$ cat src/rtl/dmem_port_arbiter.sv
// Two-requester data-memory arbiter: a processor port and a loader/debug port share one
// synchronous dmem, with burst-limited fairness and a tagged one-cycle read return path.
module dmem_port_arbiter #(
  parameter int unsigned AW        = 12,
  parameter int unsigned DW        = 32,
  parameter int unsigned MAX_BURST = 4
) (
  input  logic          clock,
  input  logic          reset,
  input  logic          req0,
  input  logic          req1,
  input  logic          we0,
  input  logic          we1,
  input  logic [AW-1:0] addr0,
  input  logic [AW-1:0] addr1,
  input  logic [DW-1:0] wdata0,
  input  logic [DW-1:0] wdata1,
  output logic          gnt0,
  output logic          gnt1,
  output logic          rvalid0,
  output logic          rvalid1,
  output logic [DW-1:0] rdata0,
  output logic [DW-1:0] rdata1,
  output logic [AW-1:0] address_dmem,
  output logic [DW-1:0] data,
  output logic          wren,
  input  logic [DW-1:0] q_dmem
);

  localparam logic [3:0] LP_MAX = 4'(MAX_BURST);

  logic       r_last;
  logic [3:0] r_cnt;
  logic       r_rvalid;
  logic       r_rtag;

  logic       w_any;
  logic       w_keep;
  logic       w_sel;
  logic       w_we;

  // r_cnt == 0 doubles as "no grant last cycle", which hands contention to the other side.
  always_comb begin
    w_any  = !reset && (req0 || req1);
    w_keep = (r_cnt != '0) && (r_cnt < LP_MAX);
    if (req0 && req1) w_sel = w_keep ? r_last : ~r_last;
    else              w_sel = req1;
    w_we   = w_sel ? we1 : we0;
  end

  always_comb begin
    gnt0         = w_any & ~w_sel;
    gnt1         = w_any &  w_sel;
    wren         = w_any & w_we;
    address_dmem = '0;
    data         = '0;
    if (w_any) begin
      address_dmem = w_sel ? addr1  : addr0;
      data         = w_sel ? wdata1 : wdata0;
    end
  end

  // Reset also masks a return already in flight from the cycle before it asserted.
  always_comb begin
    rvalid0 = r_rvalid & ~r_rtag & ~reset;
    rvalid1 = r_rvalid &  r_rtag & ~reset;
    rdata0  = rvalid0 ? q_dmem : '0;
    rdata1  = rvalid1 ? q_dmem : '0;
  end

  always_ff @(posedge clock) begin
    if (reset) begin
      r_last   <= 1'b1;
      r_cnt    <= '0;
      r_rvalid <= 1'b0;
      r_rtag   <= 1'b0;
    end else begin
      r_rvalid <= w_any & ~w_we;
      r_rtag   <= w_sel;
      if (!w_any) begin
        r_cnt <= '0;
      end else if ((r_cnt != '0) && (w_sel == r_last)) begin
        if (r_cnt != LP_MAX) r_cnt <= r_cnt + 4'd1;
      end else begin
        r_cnt  <= 4'd1;
        r_last <= w_sel;
      end
    end
  end

endmodule

$ cat config.mk
export PLATFORM = sky130hd
export DESIGN_NAME = dmem_port_arbiter
export DESIGN_NICKNAME = d
export VERILOG_FILES = /design/src/rtl/dmem_port_arbiter.sv
export SDC_FILE = /design/constraint.sdc
export NUM_CORES = 1
export LEC_CHECK = 0
export CORE_AREA = 2 2 93 95
export CTS_BUF_LIST = sky130_fd_sc_hd__clkbuf_4 sky130_fd_sc_hd__clkbuf_8
export DETAILED_ROUTE_END_ITERATION = 12
export DIE_AREA = 0 0 95 97
export GPL_ROUTABILITY_DRIVEN = 1
export GPL_TIMING_DRIVEN = 0
export PLACE_DENSITY_LB_ADDON = 0.12
export SLEW_MARGIN = 5
export SYNTH_ARGS = -nofsm -noshare
export SYNTH_HDL_FRONTEND = slang
export SYNTH_SLANG_ARGS = --single-unit
$ cat constraint.sdc
create_clock -name clock -period 2.6 [get_ports clock]
set_input_delay 0.26 -clock clock [delete_from_list [all_inputs] [get_ports clock]]
set_output_delay 0.26 -clock clock [all_outputs]
set_load 0.01 [all_outputs]
==> results of run 1 <==
==> flip-flops by register name, summed over array words and instances, names as in the netlist <==
| signal | flops |
|---|---|
| r_last | 1 |
| r_rtag | 1 |
| r_cnt | 4 |
| r_rvalid | 1 |
==> cell usage in the layout (no fill, tap or decap), types with 2 or more instances in the layout <==
| cell type | netlist | final |
|---|---|---|
| sky130_fd_sc_hd__xnor2_1 | 2 | 2 |
| sky130_fd_sc_hd__dlygate4sd2_1 | 0 | 18 |
| sky130_fd_sc_hd__inv_2 | 1 | 2 |
| sky130_fd_sc_hd__o2111ai_1 | 8 | 8 |
| sky130_fd_sc_hd__nand2_1 | 74 | 74 |
| sky130_fd_sc_hd__buf_6 | 2 | 3 |
| sky130_fd_sc_hd__o211ai_1 | 8 | 8 |
| sky130_fd_sc_hd__o2111a_1 | 2 | 2 |
| sky130_fd_sc_hd__and2_1 | 65 | 65 |
| sky130_fd_sc_hd__buf_2 | 5 | 8 |
| sky130_fd_sc_hd__nor2_1 | 3 | 3 |
| sky130_fd_sc_hd__clkbuf_2 | 0 | 16 |
| sky130_fd_sc_hd__nand2b_1 | 2 | 2 |
| sky130_fd_sc_hd__dlymetal6s2s_1 | 0 | 10 |
| sky130_fd_sc_hd__buf_8 | 2 | 3 |
| sky130_fd_sc_hd__a21oi_1 | 8 | 8 |
| sky130_fd_sc_hd__buf_4 | 2 | 9 |
| sky130_fd_sc_hd__nor4_1 | 2 | 2 |
| sky130_fd_sc_hd__mux2i_1 | 40 | 39 |
| sky130_fd_sc_hd__dfxtp_1 | 7 | 6 |
| sky130_fd_sc_hd__clkdlybuf4s50_1 | 0 | 198 |
| sky130_fd_sc_hd__clkbuf_8 | 0 | 3 |
| sky130_fd_sc_hd__clkbuf_1 | 17 | 7 |
| sky130_fd_sc_hd__o31a_1 | 2 | 2 |
| sky130_fd_sc_hd__o21bai_1 | 2 | 2 |
| sky130_fd_sc_hd__inv_1 | 3 | 2 |
==> per-stage QoR <==
stage	instance area (µm²)	cells	total power, µW	setup TNS, ns	utilization (%)
after global placement	4362	619	778.7	-11.32	53.62
after CTS	4471	626	954.9	-0.9675	54.96
final	4529	632	959.4	0	55.68
after detailed placement	4362	619	786.0	-13.07	53.62
after global routing	4529	632	1019	0	55.68
after floorplan	1858	277	380.6	0	-
==> power by group <==
part,switching (µW),internal (µW),total [µW]
Combinational,274,405,678
Sequential,3.46,114,117
Clock,47.5,116,164
Total,324,635,959
==> area by class of cell <==
| type | count | area [µm²] | share of cell area (%) |
|---|---|---|---|
| Tap cell | 105 | 131.4 | 2.901 |
| Clock buffer | 4 | 48.80 | 1.077 |
| Timing Repair Buffer | 246 | 2406 | 53.12 |
| Multi-Input combinational cell | 237 | 1600 | 35.33 |
| Inverter | 4 | 15.01 | 0.3315 |
| Buffer | 29 | 186.4 | 4.116 |
| Sequential cell | 7 | 141.4 | 3.122 |
==> critical path: stages, from the launching register on <==
cell	delay, ns
sky130_fd_sc_hd__dfxtp_1	0.36
sky130_fd_sc_hd__inv_2	0.07
sky130_fd_sc_hd__ha_4	0.20
sky130_fd_sc_hd__or3_4	0.35
sky130_fd_sc_hd__o211ai_4	0.19
sky130_fd_sc_hd__buf_4	0.15
sky130_fd_sc_hd__buf_8	0.13
sky130_fd_sc_hd__buf_4	0.14
sky130_fd_sc_hd__mux2i_2	0.24
sky130_fd_sc_hd__dlymetal6s2s_1	0.19
==> synthesized netlist by cell type, drive strengths merged <==
cell type,number
nand2,74
and2,65
mux2i,40
clkbuf,17
buf,12
o211ai,9
a21oi,8
o2111ai,8
dfxtp,7
inv,4
nor2,3
ha,2
nand2b,2
nor4,2
o2111a,2
o21bai,2
o31a,2
xnor2,2
a2111oi,1
a21o,1
and3,1
nand3,1
nand3b,1
nor2b,1
nor3b,1
nor4b,1
o21a,1
o21ai,1
o21ba,1
o221ai,1
o311ai,1
o41ai,1
or3,1
or3b,1
==> metal layers <==
layer / track usage, % / part of all wire (%) / vias up
met5: 0 / 0 / -
met4: 3.233 / 1.3 / 0
met3: 4.673 / 7.3 / 12
met2: 40.97 / 54 / 105
met1: 22.76 / 37 / 1315
li1: - / - / 1447
==> logic make-up (layout without fill, tap and decap cells) <==
| logic type | Yosys count | in the layout | synth area share (%) |
|---|---|---|---|
| XOR/XNOR | 2 | 2 | 0.9429 |
| multiplexers | 40 | 40 | 21.55 |
| AND/OR/NAND/NOR | 154 | 154 | 42.09 |
| AO/OA/AOI/OAI | 39 | 39 | 17.11 |
| adder cells (fa/ha/maj) | 2 | 2 | 1.347 |
| flip-flops | 7 | 7 | 7.542 |
| buffers and inverters | 33 | 283 | 9.427 |
==> final timing paths <==
path         startpoint       end  slack (ns)
min reg2reg    r_cnt[1]  r_cnt[1]        0.57
max            r_cnt[0]  data[13]        0.08
max reg2reg    r_cnt[0]  r_rvalid        0.86
min            r_cnt[1]  r_cnt[1]        0.57
==> repair_timing <==
action                     4_1_cts  5_1_grt
gates resized for setup         54       42
setup endpoints to repair       79       71
buffers inserted                 3        6
pin swaps                        0        1
==> impl_metrics.yaml, run 1 <==
cells_and_area:
  area_delta_synth_final_pct: 143.8
  finish.net_count: 656
  antennaDiodeCount: 0
  drive_gt1_share_pct: 10.63
  n_fill_cell: 765
synthesis:
  proportion_of_synthesized_chip_area_in_sequential_cells_pct: 7.542
  synth.top_cells.by_area: "sky130_fd_sc_hd__and2_1 22%, sky130_fd_sc_hd__mux2i_1 22%, sky130_fd_sc_hd__nand2_1 15%"
  mappedNetlistArea_um2: 1858
  syn_avg_cell_area_um2: 6.708
  ys_ff_latch: 7
  post_synth_num_cell_types: 40
  synth_top_area_share_pct: 21.89
  mappedNetlistNets: 405
  netlist.top_cell.by_area: "sky130_fd_sc_hd__and2_1"
  yosys_warning_total: 0
  post_synth_inst_count: 277
clock_network:
  cts_h_tree_depth: 1
  insertion_delay_ns: 0.23
  path_clk_slew_ns: 0.04
  tritoncts: "built"
  cts_hold_buffers: 0
  clk_path_buf_depth: 2
  clock-root-buffer: "sky130_fd_sc_hd__clkbuf_8"
  cts-buffers-inserted: 3
  clock-sinks: 7
hold_path:
  hold_path.class: "reg -> reg"
  worst_hold_path.num_cells: 2
place:
  dp_hpwl_um: 8819
  number_of_buffers_inserted_by_port_buffering: 237
  gp_routability_congestion: 0.8601
  place_worst_setup_slack_ns: -0.3185
flow_run:
  drv.max_cap_violation_count: 0
sta:
  finalWorstSetupSlack_ns: 0.08072
  final-hold-violation-count: 0
  period_share_pct: 96.90
  finalClockSkew_ns: 0.0006319
  report.final.setup_viol: 0
  fmax_ghz: 0.3969
  final.hold.worst_slack_ns: 0.5745
  maxSlewHeadroom_pct: 65.92
  grt_setup_unrepaired: "false"
  timing.final.max_slew_violations: 0
  period_minus_slack_ns: 2.519
  worstMarginPinSlew_ns: 0.5095
floorplanning:
  number_of_primary_i_o_pins: 239
  core_region_area_um2: 8134
  initial_utilization_pct: 22.84
  die_area_um2: 9215
  num_rows: 33
  die_x_um: 95
  die_height_um: 97
power:
  vdd.ir_drop.worst_mv: 0.2282
  cellPowerDensity_nw_per_um2: 211.8
  leakage_uw: 0.002110
worst_setup_path:
  critPathMaxFanout: 9
  worstRegToRegCells: 6
  setup.worst_path.start_class: "flop"
  worst-setup-path-type: "reg -> out"
  timing.critical_path.to_type: "primary output"
  worst_ep_required_time_ns: 2.34
  critical_path_arrival_ns: 2.26
drt:
  post-route-drc-count: 0
  totalWireLength_um: 10620
  via_per_inst: 4.555
  wl_per_cell_um: 16.81
  firstDrtPassIters: 4
  drt.antenna.violating_nets: 0
  dr_iter_0_viols: 67
  vias_after_detailed_routing: 2879
grt:
  grt_pass1_vias: 2637
  grt_max_degree: 11
  grt_remaining_overflow: 0
  antenna_found_initial: 0
  grt_usage_pct: 20.98
  wire_length_of_the_first_global_routing_pass_um: 15190
status:
  status: "complete, no violations"
Power figures use the tool's default switching activity.
==> run 2: changes to the inputs <==
--- a/config.mk
+++ b/config.mk
@@ -9,7 +9,7 @@
 export CTS_BUF_LIST = sky130_fd_sc_hd__clkbuf_4 sky130_fd_sc_hd__clkbuf_8
 export DETAILED_ROUTE_END_ITERATION = 12
 export DIE_AREA = 0 0 95 97
-export GPL_ROUTABILITY_DRIVEN = 1
+export GPL_ROUTABILITY_DRIVEN = 0
 export GPL_TIMING_DRIVEN = 0
 export PLACE_DENSITY_LB_ADDON = 0.12
 export SLEW_MARGIN = 5
==> results of run 2 <==
Final layout, timing and power as in run 1 (identical DEF).
==> run 3: changes to the inputs <==
--- a/config.mk
+++ b/config.mk
@@ -5,10 +5,11 @@
 export SDC_FILE = /design/constraint.sdc
 export NUM_CORES = 1
 export LEC_CHECK = 0
-export CORE_AREA = 2 2 93 95
+export ABC_CLOCK_PERIOD_IN_PS = 2000
+export CORE_AREA = 2 2 91 93
 export CTS_BUF_LIST = sky130_fd_sc_hd__clkbuf_4 sky130_fd_sc_hd__clkbuf_8
 export DETAILED_ROUTE_END_ITERATION = 12
-export DIE_AREA = 0 0 95 97
+export DIE_AREA = 0 0 93 95
 export GPL_ROUTABILITY_DRIVEN = 0
 export GPL_TIMING_DRIVEN = 0
 export PLACE_DENSITY_LB_ADDON = 0.12
==> constraint.sdc (replaced) <==
create_clock -name clock -period 2 [get_ports clock]
set_input_delay 0.2 -clock clock [delete_from_list [all_inputs] [get_ports clock]]
set_output_delay 0.2 -clock clock [all_outputs]
set_load 0.01 [all_outputs]
==> run 3 against run 2 <==
The flow now finishes with violations (negative setup slack). Design area rose by 11%. Via count rose by 4.6%. Critical endpoint is now data[15]. Sequential share of layout area fell by 0.27 points. Global-route usage rose by 0.49 points. Clock skew rose by 0.0010 ns. Sequential power rose by 30%. Worst hold slack got worse by 0.025 ns. Worst setup slack got worse by 0.37 ns. Total power rose by 51%. Critical path depth did not move. Die area fell by 4.1%. Highest routed layer unchanged.
==> impl_metrics.yaml, run 3 (same netlist as run 1, synthesis figures left out) <==
status:
  status: "finished with violations"
  violations: "negative setup slack"
cells_and_area:
  area_delta_synth_final_pct: 169.6
  largest_reg_flops: 4
  layout.cells.most_common: "sky130_fd_sc_hd__clkdlybuf4s50_1"
  finish.net_count: 682
  drive_gt1_share_pct: 26.76
  n_fill_cell: 698
  antennaDiodeCount: 0
  fin_util_pct: 63.19
  finish.cell_count_without_fillers: 658
  registers.top_by_ff_count: "r_cnt"
  commonest_cells_after_routing_fill_and_taps_aside: "181 x sky130_fd_sc_hd__clkdlybuf4s50_1, 74 x sky130_fd_sc_hd__nand2_1, 65 x sky130_fd_sc_hd__and2_1"
hold_path:
  hold_path.class: "in -> reg"
  hold_path.startpoint: "req1"
clock_network:
  clock-root-buffer: "sky130_fd_sc_hd__clkbuf_8"
  cts_h_tree_depth: 1
  clk_path_buf_depth: 2
  tritoncts: "built"
  path_clk_slew_ns: 0.04
  cts_hold_buffers: 0
  clock-sinks: 7
  cts-buffers-inserted: 3
  insertion_delay_ns: 0.24
worst_setup_path:
  critical_path.max_stage_delay_ns: 0.35
  r2r-start: "r_cnt[0]"
  critPathLaunch: "r_cnt[0]"
  worst-setup-path-type: "reg -> out"
  setup.worst_path.start_class: "flop"
  critPathMaxFanout: 7
  critical_path_arrival_ns: 2.09
  cp_cell_sequence: "inv_2 > ha_4 > or3_4 > o211ai_4 > buf_6 > buf_12 > buf_8 > mux2i_4 > buf_6"
  worst_path_max_delay_cell: "sky130_fd_sc_hd__or3_4"
  critPathMostFrequentCell: "sky130_fd_sc_hd__buf_6"
  timing.critical_path.to_type: "primary output"
  path_delay_family: "buffers and inverters"
  worst_ep_required_time_ns: 1.80
  cp_num_buf_inv: 5
drt:
  vias_after_detailed_routing: 3010
  dr_iter_0_viols: 69
  drt.antenna.violating_nets: 0
  via_per_inst: 4.574
  firstDrtPassIters: 4
  post-route-drc-count: 0
  totalWireLength_um: 10510
  wl_per_cell_um: 15.97
grt:
  antenna_found_initial: 1
  wire_length_of_the_first_global_routing_pass_um: 15210
  grt_usage_pct: 21.48
  grt_pass1_vias: 2943
  grt_remaining_overflow: 0
  grt_max_degree: 11
place:
  place_worst_setup_slack_ns: -0.7847
  number_of_buffers_inserted_by_port_buffering: 237
  dp_hpwl_um: 7938
  placed_cells_incl_taps: 619
sta:
  finalWorstSetupSlack_ns: -0.2937
  final-hold-violation-count: 0
  fmax_ghz: 0.4360
  period_share_pct: 114.7
  worstMarginPinSlew_ns: 0.7754
  finalClockSkew_ns: 0.001680
  maxSlewHeadroom_pct: 48.31
  grt_setup_unrepaired: "true"
  report.final.setup_viol: 47
  period_minus_slack_ns: 2.294
  timing.final.max_slew_violations: 0
floorplanning:
  die_height_um: 95
  num_rows: 33
  core_region_area_um2: 7928
  number_of_primary_i_o_pins: 239
  die_x_um: 93
  die_area_um2: 8835
  initial_utilization_pct: 23.44
power:
  vdd.ir_drop.worst_mv: 0.2301
  p_total_uw: 1447
  leakage_uw: 0.002218
  cellPowerDensity_nw_per_um2: 288.8
flow_run:
  drv.max_cap_violation_count: 0
[run 3: cell count changes in the layout (fill, tap and decap cells not counted), moves of 8 or more]
| cell | delta |
|---|---|
| sky130_fd_sc_hd__dlygate4sd2_1 | -12 |
| sky130_fd_sc_hd__buf_6 | +14 |
| sky130_fd_sc_hd__buf_2 | +33 |
| sky130_fd_sc_hd__buf_4 | +14 |
| sky130_fd_sc_hd__clkbuf_2 | -11 |
| sky130_fd_sc_hd__mux2i_1 | -11 |
| sky130_fd_sc_hd__o2111ai_1 | -8 |
| sky130_fd_sc_hd__mux2i_4 | +10 |
| sky130_fd_sc_hd__clkdlybuf4s50_1 | -17 |
[run 3: per-layer routing]
metal,vias up,share of wire [%],GRT usage [%]
li1,1489,-,-
met1,1409,41,25.85
met2,108,52,40.22
met3,4,6.5,3.911
met4,0,0.58,3.676
met5,-,0,0
[run 3: final timing paths]
path                   end  slack (ns)  cells past startpoint
hold / removal    r_rvalid        0.55                      3
hold reg to reg   r_cnt[3]        0.68                      3
setup / recovery  data[15]       -0.29                      9
setup reg to reg  r_cnt[0]        0.12                     11
[run 3: worst min-delay path, stage by stage]
cell                       delay, ns
sky130_fd_sc_hd__buf_2          0.18
sky130_fd_sc_hd__o2111a_1       0.17
sky130_fd_sc_hd__o21a_1         0.18
[run 3: where the power goes]
group | internal, µW | total (µW) | switching, µW
sequential | 148 | 152 | 4.29
combinational | 645 | 1070 | 428
clock | 152 | 221 | 69.4
total | 945 | 1450 | 502
[run 3: repair_timing]
action,in CTS,in global routing
cloned,2,2
pin swaps,9,12
buffers inserted,30,6
endpoints found under the hold margin,0,0
setup endpoints to repair,111,101
resized for setup,249,36
[run 3: area by class of cell]
class / count / area, µm² / share of cell area, %
inverters: 4 / 15.01 / 0.2997
repair buffers: 272 / 2585 / 51.60
plain buffers: 29 / 239.0 / 4.770
clock buffers: 4 / 48.80 / 0.9740
multi-input cells: 237 / 1848 / 36.89
flip-flops and latches: 7 / 142.6 / 2.847
well taps: 105 / 131.4 / 2.622
[run 3: through the flow]
stage                     hold slack (ns)  setup TNS, ns  cell area, µm²
after CTS                          0.5446         -8.611            4812
final                              0.5497         -10.50            5010
after floorplan                    0.4098              0            1991
after global placement             0.5438         -52.15            4494
after global routing               0.5755         -13.86            5010
after detailed placement           0.5827         -53.83            4494
